===== src/rtl/usb_rx_pkg.sv =====
// Shared types for the USB full-speed receive path: FSM states and the
// 2-bit {d_plus, d_minus} line-state encodings.
package usb_rx_pkg;

    typedef enum logic [2:0] {
        IDLE      = 3'd0,
        RECV      = 3'd1,
        EOP1      = 3'd2,
        EOP2      = 3'd3,
        WAIT_IDLE = 3'd4
    } rx_state_t;

    localparam logic [1:0] LS_J   = 2'b10;
    localparam logic [1:0] LS_K   = 2'b01;
    localparam logic [1:0] LS_SE0 = 2'b00;
    localparam logic [1:0] LS_SE1 = 2'b11;

    // Number of consecutive decoded ones after which a stuffed bit follows.
    localparam int STUFF_LIMIT = 6;

endpackage


===== src/rtl/rx_bit_timer.sv =====
// Edge-reloaded mod-OVERSAMPLE bit timer; sample_pt marks the mid-bit cycle
// of the registered count.
module rx_bit_timer #(
    parameter  int OVERSAMPLE = 8,
    localparam int CNT_W      = $clog2(OVERSAMPLE)
) (
    input  logic clk,
    input  logic rst,
    input  logic line_edge,
    output logic sample_pt
);

    logic [CNT_W-1:0] count;

    always_ff @(posedge clk or posedge rst) begin
        if (rst) begin
            count <= '0;
        end else if (line_edge) begin
            count <= '0;
        end else if (count == CNT_W'(OVERSAMPLE - 1)) begin
            count <= '0;
        end else begin
            count <= count + 1'b1;
        end
    end

    // Decided from the registered count, so an edge in this cycle still samples.
    assign sample_pt = (count == CNT_W'(OVERSAMPLE / 2));

endmodule


===== src/rtl/usb_rx_sample_ctrl.sv =====
// USB full-speed RX bit timing, NRZI decode and SOP/EOP/error line-state FSM.
// Bit unstuffing is compiled in when USB_RX_UNSTUFF_EN is defined.
module usb_rx_sample_ctrl
    import usb_rx_pkg::*;
#(
    parameter  int OVERSAMPLE = 8,
    localparam int CNT_W      = $clog2(OVERSAMPLE)
) (
    input  logic       clk,
    input  logic       rst,
    input  logic       d_plus_sync,
    input  logic       d_minus_sync,
    output logic       shift_enable,
    output logic       d_orig,
    output logic       rcving,
    output logic       eop,
    output logic       rx_error,
    output logic       stuff_err,
    output logic [2:0] state
);

    rx_state_t        st;
    logic             dp_q;
    logic             prev_lvl;
    logic             line_edge;
    logic             sample_pt;
    logic             decoded;
    logic [1:0]       ls;
    logic [CNT_W-1:0] j_cnt;

    assign ls        = {d_plus_sync, d_minus_sync};
    assign line_edge = (d_plus_sync != dp_q);
    assign decoded   = (d_plus_sync == prev_lvl);
    assign state     = st;

`ifdef USB_RX_UNSTUFF_EN
    logic [2:0] ones_cnt;
`else
    assign stuff_err = 1'b0;
`endif

    rx_bit_timer #(
        .OVERSAMPLE(OVERSAMPLE)
    ) u_timer (
        .clk      (clk),
        .rst      (rst),
        .line_edge(line_edge),
        .sample_pt(sample_pt)
    );

    always_ff @(posedge clk or posedge rst) begin
        if (rst) begin
            st           <= IDLE;
            dp_q         <= 1'b1;
            prev_lvl     <= 1'b1;
            j_cnt        <= '0;
            shift_enable <= 1'b0;
            d_orig       <= 1'b0;
            rcving       <= 1'b0;
            eop          <= 1'b0;
            rx_error     <= 1'b0;
`ifdef USB_RX_UNSTUFF_EN
            ones_cnt     <= '0;
            stuff_err    <= 1'b0;
`endif
        end else begin
            dp_q         <= d_plus_sync;
            shift_enable <= 1'b0;
            d_orig       <= 1'b0;
            eop          <= 1'b0;
            rx_error     <= 1'b0;
`ifdef USB_RX_UNSTUFF_EN
            stuff_err    <= 1'b0;
`endif
            if (st != WAIT_IDLE) j_cnt <= '0;

            case (st)
                IDLE: begin
                    // J->K transition starts the packet; the edge also reloads the timer.
                    if (line_edge && ls == LS_K) begin
                        st       <= RECV;
                        rcving   <= 1'b1;
                        prev_lvl <= 1'b1;
`ifdef USB_RX_UNSTUFF_EN
                        ones_cnt <= '0;
`endif
                    end
                end
                RECV: begin
                    if (sample_pt) begin
                        if (ls == LS_SE0) begin
                            st <= EOP1;
`ifdef USB_RX_UNSTUFF_EN
                            ones_cnt <= '0;
`endif
                        end else if (ls == LS_SE1) begin
                            rx_error <= 1'b1;
                            rcving   <= 1'b0;
                            st       <= WAIT_IDLE;
                        end else begin
                            prev_lvl <= d_plus_sync;
`ifdef USB_RX_UNSTUFF_EN
                            if (ones_cnt == 3'(STUFF_LIMIT)) begin
                                // Stuffed bit: must be a transition, never forwarded.
                                ones_cnt <= '0;
                                if (decoded) begin
                                    stuff_err <= 1'b1;
                                    rx_error  <= 1'b1;
                                    rcving    <= 1'b0;
                                    st        <= WAIT_IDLE;
                                end
                            end else begin
                                shift_enable <= 1'b1;
                                d_orig       <= decoded;
                                ones_cnt     <= decoded ? ones_cnt + 3'd1 : 3'd0;
                            end
`else
                            shift_enable <= 1'b1;
                            d_orig       <= decoded;
`endif
                        end
                    end
                end
                EOP1: begin
                    if (sample_pt) begin
                        if (ls == LS_SE0) begin
                            st <= EOP2;
                        end else begin
                            rx_error <= 1'b1;
                            rcving   <= 1'b0;
                            st       <= WAIT_IDLE;
                        end
                    end
                end
                EOP2: begin
                    if (sample_pt) begin
                        if (ls == LS_J) begin
                            eop    <= 1'b1;
                            rcving <= 1'b0;
                            st     <= IDLE;
                        end else begin
                            rx_error <= 1'b1;
                            rcving   <= 1'b0;
                            st       <= WAIT_IDLE;
                        end
                    end
                end
                WAIT_IDLE: begin
                    rcving <= 1'b0;
                    if (ls == LS_J) begin
                        if (j_cnt == CNT_W'(OVERSAMPLE - 1)) begin
                            j_cnt <= '0;
                            st    <= IDLE;
                        end else begin
                            j_cnt <= j_cnt + 1'b1;
                        end
                    end else begin
                        j_cnt <= '0;
                    end
                end
                default: st <= IDLE;
            endcase
        end
    end

endmodule


===== config.mk =====
export PLATFORM = sky130hd
export DESIGN_NAME = usb_rx_sample_ctrl
export DESIGN_NICKNAME = d
export VERILOG_FILES = /design/src/rtl/usb_rx_pkg.sv /design/src/rtl/rx_bit_timer.sv /design/src/rtl/usb_rx_sample_ctrl.sv
export SDC_FILE = /design/constraint.sdc
export NUM_CORES = 1
export LEC_CHECK = 0
export CORE_ASPECT_RATIO = 0.6
export CORE_MARGIN = 2
export CORE_UTILIZATION = 40
export CTS_BUF_LIST = sky130_fd_sc_hd__clkbuf_8
export DETAILED_ROUTE_END_ITERATION = 12
export GPL_TIMING_DRIVEN = 0
export SLEW_MARGIN = 10
export SYNTH_ARGS = -nofsm -noshare
export SYNTH_HDL_FRONTEND = slang
export SYNTH_HIERARCHICAL = 1
export SYNTH_SLANG_ARGS = --single-unit

===== constraint.sdc =====
create_clock -name clk -period 3.3 [get_ports clk]
set_clock_uncertainty 0.1 [all_clocks]
set_input_delay 0.495 -clock clk [delete_from_list [all_inputs] [get_ports clk]]
set_output_delay 0.495 -clock clk [all_outputs]
set_load 0.02 [all_outputs]

==> results.ini <==
[status]
status=completed

[power_and_ir_drop]
vdd_drop_max_mv=0.278
cellPowerDensity_nw_per_um2=581
power.leakage_nw=0.501

[yosys]
syn-cell-area_um2=897
synth_warnings=6
syn-mean-instance-area_um2=10.3
synth_common_cells=dfrtp_1 (14), ha_1 (10), inv_1 (10), nand2_1 (7)
synth_cells=87
ys.flop_type=dfrtp_1
seq_area_frac_synth_pct=44.9
yosysMostFrequentCell=dfrtp_1
ys_seq_elements=16
synth_cell_type_count=34
synth_edf_count=0
synth_top_cell_by_area=dfrtp_1
synthTopCellsByArea=dfrtp_1 (39%), ha_1 (14%), dfstp_2 (5.9%), inv_1 (4.2%), nand2_1 (2.9%)
yosysTopAreaCellShare_pct=39.1
synthArstFlopShare_pct=100
syn_nets=101

[clocking]
clkSlewWorstSetupHoldPaths_ps=60
cts_tree=built
clk_latency_ps=250
htreeDepth=1
cts_resized=0
hold_buffers=0
cts_buffers=3
clock_path_buffers=2
clock_sinks=16
cts_setup_buffers=0
clock-root-buffer=clkbuf_8

[global_routing]
grt_max_degree=14
grt_pass1_vias=620
antenna_found_initial=0
grt_pass1_wl_um=2930
grt_usage_pct=15.8
overflow=0

[floorplanning]
dieWidth_um=65.1
fp.dieArea_um2=2650
io_pins=13
rows=13
die_h_um=40.7
start_util_pct=41.8
core_um2=2150

[worst_setup_path]
path_max_fanout=8
cp-start-kind=input port
cp.arrival_ps=2310
cp.required_ps=3300
criticalPathCategory=in -> reg
end_kind=register

[placement]
gp_congestion=0.890
place_ws_ps=718
postPlaceCellArea_um2=1040
port_buffers=11
dp_hpwl_um=1290
dp.cells=128

[route]
routed_via_density=5.15
first_pass_iters=4
dr.first_iter.drc_count=41
ant_nets=0
wl_um=1660
vias=680
wl_per_cell_um=12.6
drc=0

[sta]
max_freq_mhz=432
fin_setup_tns_ps=0
maxSlewViolCount=0
post-route-period-util_pct=70.1
finalSetupViolations=0
rsz0062_at_grt=false
final.min_clock_period_ps=2310
setup_ws_ps=986
hold_viol_final=0

[cells_and_area]
fill_cells=196
seq_area_um2=403
drive_gt1_share_pct=14.7
multi_input_area_um2=435
nets=117
final_cells=132
n_antenna_cell=0
synthToLayoutAreaGrowth_pct=22.6
postLayoutCellArea_um2=1100

[flow_run]
drv_cap=0

[hold_path]
hp-class=in -> async

==> flip-flops by register name, summed over array words and instances (netlist names) <==
signal and flops:
rx_error 1, shift_enable 1, prev_lvl 1, d_orig 1, j_cnt 3, eop 1, state 3, rcving 1
u_timer/count 3, dp_q 1
==> per-stage QoR <==
step | util, % | power (mW) | hold WS [ps]
after floorplan | - | 0.395 | 149
after CTS | 51.2 | 0.644 | 344
after detailed placement | 48.7 | 0.468 | 341
after global routing | 51.2 | 0.686 | 363
final | 51.2 | 0.639 | 339
after global placement | 48.7 | 0.464 | 339
==> cell usage in the layout, fill, tap and decap left out, types with 2 or more instances in the layout <==
cell type / n
nor4b_1: 2
a22oi_1: 2
dfrtp_1: 14
buf_2: 2
ha_1: 10
clkdlybuf4s50_1: 11
a21oi_1: 3
o21ai_0: 5
nor2_1: 5
clkbuf_8: 4
nand2_1: 7
nor3_1: 3
dfstp_2: 2
inv_1: 10
==> metal layers <==
layer,global-route usage [%],up-vias,wire length (µm)
met3,6.32,5,112
li1,-,327,-
met1,21.4,318,833
met4,6.77,0,29
met2,22.7,30,680
met5,0,-,0
==> kinds of logic (layout without fill, tap and decap cells) <==
group	count (synthesis)	after routing	synth area share, %
and+or+nand+nor	26	26	16.6
AOI/OAI and AO/OA	18	18	14.8
DFF	16	16	44.9
buffers and inverters	14	29	6.56
adders and majority gates	10	10	13.9
xor gates and xnor gates	2	2	2.79
other	1	1	0.418
==> worst paths after layout <==
path                             startpoint               end  slack, ps  cells after the start
min in group clk                   j_cnt[0]          j_cnt[0]        350                      1
hold / removal                          rst  u_timer/count[2]        340                      2
max in group asynchronous               rst          prev_lvl       2260                      2
setup reg to reg           u_timer/count[0]            rcving       1430                      7
setup / recovery                d_plus_sync          rx_error        990                      6
hold reg to reg                    j_cnt[0]          j_cnt[0]        350                      1
==> where the power goes <==
group | leakage, nW | switching, mW | internal [mW]
clock network | 0.0288 | 0.0663 | 0.106
registers | 0.207 | 0.0201 | 0.229
logic | 0.265 | 0.125 | 0.0927
total | 0.501 | 0.212 | 0.427
==> layout make-up <==
| type | instances | share of cell area [%] |
|---|---|---|
| plain buffers | 4 | 1.93 |
| clock buffers | 4 | 5.01 |
| inverters | 10 | 3.41 |
| multi-input cells | 57 | 39.6 |
| flip-flops and latches | 16 | 36.6 |
| well taps | 30 | 3.41 |
| repair buffers | 11 | 10.0 |
==> worst max-delay path, stage by stage <==
cell             delay [ps]
clkdlybuf4s50_1         700
inv_1                   120
ha_1                    260
inv_1                   160
a21oi_1                 110
a2111oi_0               460
Note: power is estimated with default switching activity, not from simulation.
